--- config.mk ---
export PLATFORM = sky130hd
export DESIGN_NAME = avst_mmio_avmm_responder_flat
export DESIGN_NICKNAME = d
export VERILOG_FILES = /design/src/rtl/mmio_resp_pkg.sv /design/src/rtl/avst_mmio_avmm_responder_if.sv /design/src/rtl/mmio_rsp_fifo.sv /design/src/rtl/avst_mmio_avmm_responder.sv /design/src/flat_wrapper.sv
export SDC_FILE = /design/constraint.sdc
export NUM_CORES = 1
export LEC_CHECK = 0
export ABC_CLOCK_PERIOD_IN_PS = 5500
export BUFFER_PORTS_ARGS = -buffer_cell sky130_fd_sc_hd__clkbuf_2
export CAP_MARGIN = 20
export CORE_MARGIN = 8
export CORE_UTILIZATION = 52
export CTS_CLUSTER_SIZE = 25
export DETAILED_ROUTE_END_ITERATION = 12
export HOLD_SLACK_MARGIN = 0.15
export MAX_ROUTING_LAYER = met4
export PLACE_DENSITY_LB_ADDON = 0.08
export SYNTH_ARGS = -nofsm -noshare
export SYNTH_HDL_FRONTEND = slang
export SYNTH_SLANG_ARGS = --single-unit
export TNS_END_PERCENT = 100
--- constraint.sdc ---
create_clock -name clk -period 5.5 [get_ports clk]
set_input_delay 1.1 -clock clk [delete_from_list [all_inputs] [get_ports clk]]
set_output_delay 1.1 -clock clk [all_outputs]
set_load 0.1 [all_outputs]
--- src/rtl/mmio_resp_pkg.sv ---
// mmio_resp_pkg: MMIO command field offsets and responder state type
package mmio_resp_pkg;
  localparam int WDATA_LSB = 0;
  typedef enum logic {IDLE, ISSUE} t_resp_state;
  function automatic int addr_lsb(input int data_w);
    return WDATA_LSB + data_w;
  endfunction
  function automatic int wr_bit(input int addr_w, input int data_w);
    return data_w + addr_w;
  endfunction
  function automatic int rd_bit(input int addr_w, input int data_w);
    return data_w + addr_w + 1;
  endfunction
endpackage

--- src/rtl/avst_mmio_avmm_responder_if.sv ---
// avst_mmio_avmm_responder_if: command/response streams + AVMM master bundle; master = responder side, slave = shim/fabric side
interface avst_mmio_avmm_responder_if #(
  parameter int ADDR_W = 18,
  parameter int DATA_W = 64
);
  logic [ADDR_W+DATA_W+1:0] in_data;
  logic                     in_valid;
  logic                     in_ready;
  logic [DATA_W-1:0]        out_data;
  logic                     out_valid;
  logic                     out_ready;
  logic [ADDR_W-1:0]        avm_address;
  logic                     avm_read;
  logic                     avm_write;
  logic [DATA_W-1:0]        avm_writedata;
  logic [DATA_W/8-1:0]      avm_byteenable;
  logic                     avm_waitrequest;
  logic [DATA_W-1:0]        avm_readdata;
  logic                     avm_readdatavalid;
  logic                     illegal_cmd;
  modport master (
    input  in_data, in_valid, out_ready, avm_waitrequest, avm_readdata, avm_readdatavalid,
    output in_ready, out_data, out_valid, avm_address, avm_read, avm_write, avm_writedata,
           avm_byteenable, illegal_cmd
  );
  modport slave (
    output in_data, in_valid, out_ready, avm_waitrequest, avm_readdata, avm_readdatavalid,
    input  in_ready, out_data, out_valid, avm_address, avm_read, avm_write, avm_writedata,
           avm_byteenable, illegal_cmd
  );
endinterface

--- src/rtl/mmio_rsp_fifo.sv ---
// mmio_rsp_fifo: registered show-ahead sync FIFO; ports clk, reset_n, push/push_data, pop/pop_data, count, empty, full
module mmio_rsp_fifo #(
  parameter int DATA_W = 64,
  parameter int DEPTH  = 8,
  parameter int CW     = $clog2(DEPTH) + 1
) (
  input  logic              clk,
  input  logic              reset_n,
  input  logic              push,
  input  logic [DATA_W-1:0] push_data,
  input  logic              pop,
  output logic [DATA_W-1:0] pop_data,
  output logic [CW-1:0]     count,
  output logic              empty,
  output logic              full
);
  localparam int AW = $clog2(DEPTH);
  logic [DATA_W-1:0] mem [DEPTH];
  logic [AW-1:0] wp, rp;
  logic push_ok, pop_ok;
  assign empty    = count == '0;
  assign full     = count == CW'(DEPTH);
  assign push_ok  = push && !full;
  assign pop_ok   = pop && !empty;
  assign pop_data = mem[rp];
  always_ff @(posedge clk)
    if (push_ok) mem[wp] <= push_data;
  always_ff @(posedge clk or negedge reset_n)
    if (!reset_n) begin
      wp    <= '0;
      rp    <= '0;
      count <= '0;
    end else begin
      wp    <= wp + AW'(push_ok);
      rp    <= rp + AW'(pop_ok);
      count <= count + CW'(push_ok) - CW'(pop_ok);
    end
endmodule

--- src/rtl/avst_mmio_avmm_responder.sv ---
// avst_mmio_avmm_responder: MMIO command stream -> AVMM master, read data returned in order on out_*; ports clk, reset_n, bus (master modport); optional MMIO_RD_TIMEOUT_EN
module avst_mmio_avmm_responder
  import mmio_resp_pkg::*;
#(
  parameter int ADDR_W         = 18,
  parameter int DATA_W         = 64,
  parameter int RSP_DEPTH      = 8,
  parameter int TIMEOUT_CYCLES = 1024
) (
  input logic clk,
  input logic reset_n,
  avst_mmio_avmm_responder_if.master bus
);
  localparam int CW = $clog2(RSP_DEPTH) + 1;
  localparam int AL = addr_lsb(DATA_W);
  localparam int WB = wr_bit(ADDR_W, DATA_W);
  localparam int RB = rd_bit(ADDR_W, DATA_W);
  t_resp_state state, state_n;
  logic run, credit, acc, cmd_rd, cmd_wr, issue_done, rd_retire, fifo_push, fifo_empty, fifo_full;
  logic [CW-1:0] pending, fifo_count;
  logic [DATA_W-1:0] fifo_din;
  assign cmd_rd     = bus.in_data[RB];
  assign cmd_wr     = bus.in_data[WB];
  assign credit     = ({1'b0, pending} + {1'b0, fifo_count}) < (CW+1)'(RSP_DEPTH);
  assign bus.in_ready = run && state == IDLE && credit;
  assign acc        = bus.in_valid && bus.in_ready;
  assign issue_done = state == ISSUE && !bus.avm_waitrequest;
  assign bus.avm_byteenable = '1;
  assign bus.out_valid = !fifo_empty;
  assign fifo_push  = rd_retire && !fifo_full;
  always_comb begin
    state_n = state;
    state_n = state == IDLE ? (acc && (cmd_rd ^ cmd_wr) ? ISSUE : IDLE)
                            : (issue_done ? IDLE : ISSUE);
  end
  always_ff @(posedge clk or negedge reset_n)
    if (!reset_n) begin
      state             <= IDLE;
      run               <= 1'b0;
      bus.avm_address   <= '0;
      bus.avm_writedata <= '0;
      bus.avm_read      <= 1'b0;
      bus.avm_write     <= 1'b0;
      bus.illegal_cmd   <= 1'b0;
      pending           <= '0;
    end else begin
      state           <= state_n;
      run             <= 1'b1;
      bus.illegal_cmd <= acc && !(cmd_rd ^ cmd_wr);
      if (state == IDLE && state_n == ISSUE) begin
        bus.avm_address   <= bus.in_data[AL +: ADDR_W];
        bus.avm_writedata <= bus.in_data[WDATA_LSB +: DATA_W];
        bus.avm_read      <= cmd_rd;
        bus.avm_write     <= cmd_wr;
      end
      if (issue_done) begin
        bus.avm_read  <= 1'b0;
        bus.avm_write <= 1'b0;
      end
      pending <= pending + CW'(issue_done && bus.avm_read) - CW'(rd_retire);
    end
`ifdef MMIO_RD_TIMEOUT_EN
  localparam int TCW = $clog2(TIMEOUT_CYCLES + 1);
  logic [TCW-1:0] tcnt;
  logic [15:0] discard;
  logic live, late, tmo;
  // responses owed to timed-out reads are swallowed before any live data is accepted
  assign live      = bus.avm_readdatavalid && discard == '0 && pending != '0;
  assign late      = bus.avm_readdatavalid && discard != '0;
  assign tmo       = !bus.avm_readdatavalid && pending != '0 && tcnt == TCW'(TIMEOUT_CYCLES - 1);
  assign rd_retire = live || tmo;
  assign fifo_din  = tmo ? '1 : bus.avm_readdata;
  always_ff @(posedge clk or negedge reset_n)
    if (!reset_n) begin
      tcnt    <= '0;
      discard <= '0;
    end else begin
      tcnt    <= pending == '0 || bus.avm_readdatavalid || tmo ? '0 : tcnt + 1'b1;
      discard <= discard + 16'(tmo) - 16'(late);
    end
`else
  assign rd_retire = bus.avm_readdatavalid && pending != '0;
  assign fifo_din  = bus.avm_readdata;
`endif
  mmio_rsp_fifo #(.DATA_W(DATA_W), .DEPTH(RSP_DEPTH), .CW(CW)) u_fifo (
    .clk      (clk),
    .reset_n  (reset_n),
    .push     (fifo_push),
    .push_data(fifo_din),
    .pop      (bus.out_valid && bus.out_ready),
    .pop_data (bus.out_data),
    .count    (fifo_count),
    .empty    (fifo_empty),
    .full     (fifo_full)
  );
endmodule
--- src/flat_wrapper.sv ---
// flat-port wrapper written by rule: the top's interface ports become plain ports
module avst_mmio_avmm_responder_flat import mmio_resp_pkg::*;
#(
  parameter int ADDR_W         = 18,
  parameter int DATA_W         = 64,
  parameter int RSP_DEPTH      = 8,
  parameter int TIMEOUT_CYCLES = 1024
)
  (clk, reset_n, bus_in_data, bus_in_valid, bus_out_ready, bus_avm_waitrequest, bus_avm_readdata, bus_avm_readdatavalid, bus_in_ready, bus_out_data, bus_out_valid, bus_avm_address, bus_avm_read, bus_avm_write, bus_avm_writedata, bus_avm_byteenable, bus_illegal_cmd);
  avst_mmio_avmm_responder_if #(.ADDR_W(ADDR_W), .DATA_W(DATA_W)) bus_i ();
  input logic clk;
  input logic reset_n;
  input wire logic [$bits(bus_i.in_data)-1:0] bus_in_data;
  input wire logic [$bits(bus_i.in_valid)-1:0] bus_in_valid;
  input wire logic [$bits(bus_i.out_ready)-1:0] bus_out_ready;
  input wire logic [$bits(bus_i.avm_waitrequest)-1:0] bus_avm_waitrequest;
  input wire logic [$bits(bus_i.avm_readdata)-1:0] bus_avm_readdata;
  input wire logic [$bits(bus_i.avm_readdatavalid)-1:0] bus_avm_readdatavalid;
  output wire logic [$bits(bus_i.in_ready)-1:0] bus_in_ready;
  output wire logic [$bits(bus_i.out_data)-1:0] bus_out_data;
  output wire logic [$bits(bus_i.out_valid)-1:0] bus_out_valid;
  output wire logic [$bits(bus_i.avm_address)-1:0] bus_avm_address;
  output wire logic [$bits(bus_i.avm_read)-1:0] bus_avm_read;
  output wire logic [$bits(bus_i.avm_write)-1:0] bus_avm_write;
  output wire logic [$bits(bus_i.avm_writedata)-1:0] bus_avm_writedata;
  output wire logic [$bits(bus_i.avm_byteenable)-1:0] bus_avm_byteenable;
  output wire logic [$bits(bus_i.illegal_cmd)-1:0] bus_illegal_cmd;
  assign bus_i.in_data = bus_in_data;
  assign bus_i.in_valid = bus_in_valid;
  assign bus_i.out_ready = bus_out_ready;
  assign bus_i.avm_waitrequest = bus_avm_waitrequest;
  assign bus_i.avm_readdata = bus_avm_readdata;
  assign bus_i.avm_readdatavalid = bus_avm_readdatavalid;
  assign bus_in_ready = bus_i.in_ready;
  assign bus_out_data = bus_i.out_data;
  assign bus_out_valid = bus_i.out_valid;
  assign bus_avm_address = bus_i.avm_address;
  assign bus_avm_read = bus_i.avm_read;
  assign bus_avm_write = bus_i.avm_write;
  assign bus_avm_writedata = bus_i.avm_writedata;
  assign bus_avm_byteenable = bus_i.avm_byteenable;
  assign bus_illegal_cmd = bus_i.illegal_cmd;
  avst_mmio_avmm_responder #(.ADDR_W(ADDR_W), .DATA_W(DATA_W), .RSP_DEPTH(RSP_DEPTH), .TIMEOUT_CYCLES(TIMEOUT_CYCLES)) u_core (.clk(clk), .reset_n(reset_n), .bus(bus_i));
endmodule
==> flow_summary.yaml <==
run_status:
  status: "finished, final reports clean"
floorplan:
  die_x_um: 228
  rows: 77
  die-height_um: 228
  design.core.area_mm2: 0.0442
  ios: 313
  initial_core_util_pct: 52.8
  fp.dieArea_mm2: 0.0519
synthesis:
  synthMostInstantiatedCell: "edfxtp_1"
  synth-main-ff-cell: "edfxtp_1"
  synth-async-reset-ratio_pct: 16.5
  synth_area_leaders: "edfxtp_1, mux4_2, dfrtp_1, mux2_2, mux2_1"
  synthTopCellsByCount: "edfxtp_1, mux4_2, dfrtp_1"
  netlist_instances: 1024
  ys_types: 27
  syn_area_mm2: 0.0233
  synth_largest_area_cell: "edfxtp_1"
  yosysSeqAreaShare_pct: 76.7
  ys_ff_latch: 613
  syn_avg_cell_area_um2: 22.8
  synth_top_area_share_pct: 65.9
  yosysWarningCount: 0
  synth_edf_count: 512
grt:
  grt_max_degree: 82
  grt_pass1_vias: 12333
  grt_pass1_wl_um: 76000
  gr-total-overflow: 0
  track_usage_pct: 19.7
  antenna_found_initial: 4
final_layout:
  areaGrowthSynthToFinish_pct: 18.1
  fin_area_mm2: 0.0276
  nets: 1543
  num-fill-cells: 3107
  final_util_pct: 62.3
  post_route_cells_drive_above_1_share_pct: 45.8
cts:
  cts_made_buffers: 61
  cts_tree: "built"
  holdBufCountCts: 0
  postCtsSetupRepairBufs: 0
  root_buffer: "clkbuf_16"
  clkLatencyLatePin_ps: 620
  clock_sinks: 613
  cts_resized: 0
  clock_path_buffers: 3
  htreeDepth: 2
  path_clk_slew_ps: 60
sta:
  worstMarginPinSlew_ps: 1030
  fin_skew_ps: 22.6
  slew_violations: 0
  fin_tns_setup_ps: 0
  rsz0062_at_grt: "no"
  slew_headroom_pct: 31.5
  hold_viol: 0
  layout_setup_ws_ps: 1160
  period_minus_slack_ps: 4340
  setup_viol: 0
  min_period_over_period_pct: 78.9
  fmax_mhz: 230
critical_path:
  crit_fanout: 33
  worstSetupPathType: "flop to primary output"
  critPathTopFamily: "buffers and inverters"
  critPathBufInv: 2
  path_cells: "buf_4 > mux4_2 > mux2_2 > clkbuf_2"
  cp_slowest_stage_delay_ps: 860
  setup.worst_path.start_class: "flop"
  cp.required_ps: 4400
  crit_path_end_kind: "primary output"
  crit_arrival_ps: 3240
  critPathSlowestCell: "dfrtp_4"
route:
  drt-total-wl_um: 49900
  first_iter_violations: 729
  wl_per_cell_um: 24.8
  drc: 0
  vias_per_cell: 5.51
  vias: 11110
  drt-pass1-iter-count: 5
  ant_nets: 0
place:
  io_buffers: 304
  gp_congestion: 0.759
  dpl_cell_area_mm2: 0.0257
  place_ws_ps: 1690
  dp.final_hpwl_um: 30100
min_path:
  hp-class: "flop to flop"
flow_run:
  max-cap-violations: 0
-- layout make-up --
cell class              instances  area (um^2)  share of cell area (%)
inverters                      20         75.1                   0.272
diodes                          4         10.0                  0.0363
multi-input cells             347         5170                    18.8
clock buffers                  86         1670                    6.06
well taps                     592          741                    2.69
repair buffers                326         1790                    6.49
flip-flops and latches        613        17900                    65.0
clock inverters                28          193                   0.699
-- metrics by stage --
step,instances,hold slack (ps)
3_3_place_gp,1898,468
4_1_cts,2012,492
5_1_grt,2016,509
2_1_floorplan,1032,492
3_5_place_dp,1898,475
6_report,2016,488
-- state kept, by name (all words and copies together) (netlist names) --
signal / flops
u_core.u_fifo.wp: 3
u_core.pending: 4
u_core.bus.avm_address: 18
u_core.u_fifo.mem: 512
u_core.bus.avm_read: 1
u_core.u_fifo.count: 4
u_core.state: 1
u_core.bus.avm_write: 1
u_core.u_fifo.rp: 3
u_core.bus.avm_writedata: 64
u_core.bus.illegal_cmd: 1
u_core.run: 1
-- layout by cell type, fill, tap and decap left out, types with 3 or more instances in the layout --
cell       synthesis  routed
a21o_1             3       3
a21oi_1            4       4
buf_12             0       8
buf_4              9      15
clkbuf_1          21      20
clkbuf_16          0      61
clkbuf_2           0     303
clkbuf_8           0       5
clkinv_1           0       9
clkinv_2           0      13
conb_1             1       9
dfrtp_1          101      98
dfrtp_4            0       3
diode_2            0       4
edfxtp_1         512     512
ha_1              18      18
inv_1             20      20
mux2_1            47      47
mux2_2            99      99
mux4_2           128     128
nand2_1            7       7
nand2b_1           4       4
nor2_1             9       3
nor2_4             0       6
xor2_1             6       6
-- logic make-up after synthesis --
group	Yosys count	synth area share, %
AOI/OAI and AO/OA	7	0.182
muxes	276	19.5
xor gates and xnor gates	7	0.263
DFF	613	76.7
adders and majority gates	20	1.14
other	1	0.0161
buffers and inverters	72	1.55
and+or+nand+nor	28	0.633
-- per-layer routing --
metal	GRT usage [%]	wire length, um
met5	-	0
met2	30.8	24100
met4	5.23	975
met1	26.0	21800
met3	4.83	3060
-- path summary, 6_finish.rpt --
kind,startpoint,end,slack (ps),depth (start not counted)
min reg2reg,u_core.bus.avm_writedata[58],u_core.bus.avm_writedata[58],490,1
max,u_core.u_fifo.rp[0],bus_out_data[26],1160,4
max reg2reg,u_core.u_fifo.count[3],u_core.bus.avm_writedata[8],2450,6
max in group asynchronous,reset_n,u_core.bus.avm_writedata[46],3850,2
min,u_core.bus.avm_writedata[58],u_core.bus.avm_writedata[58],490,1
min in group asynchronous,reset_n,u_core.bus.avm_writedata[61],530,1
Power is not shown: default switching activity piles up to over one toggle a cycle in this logic, so the estimate is an artifact.
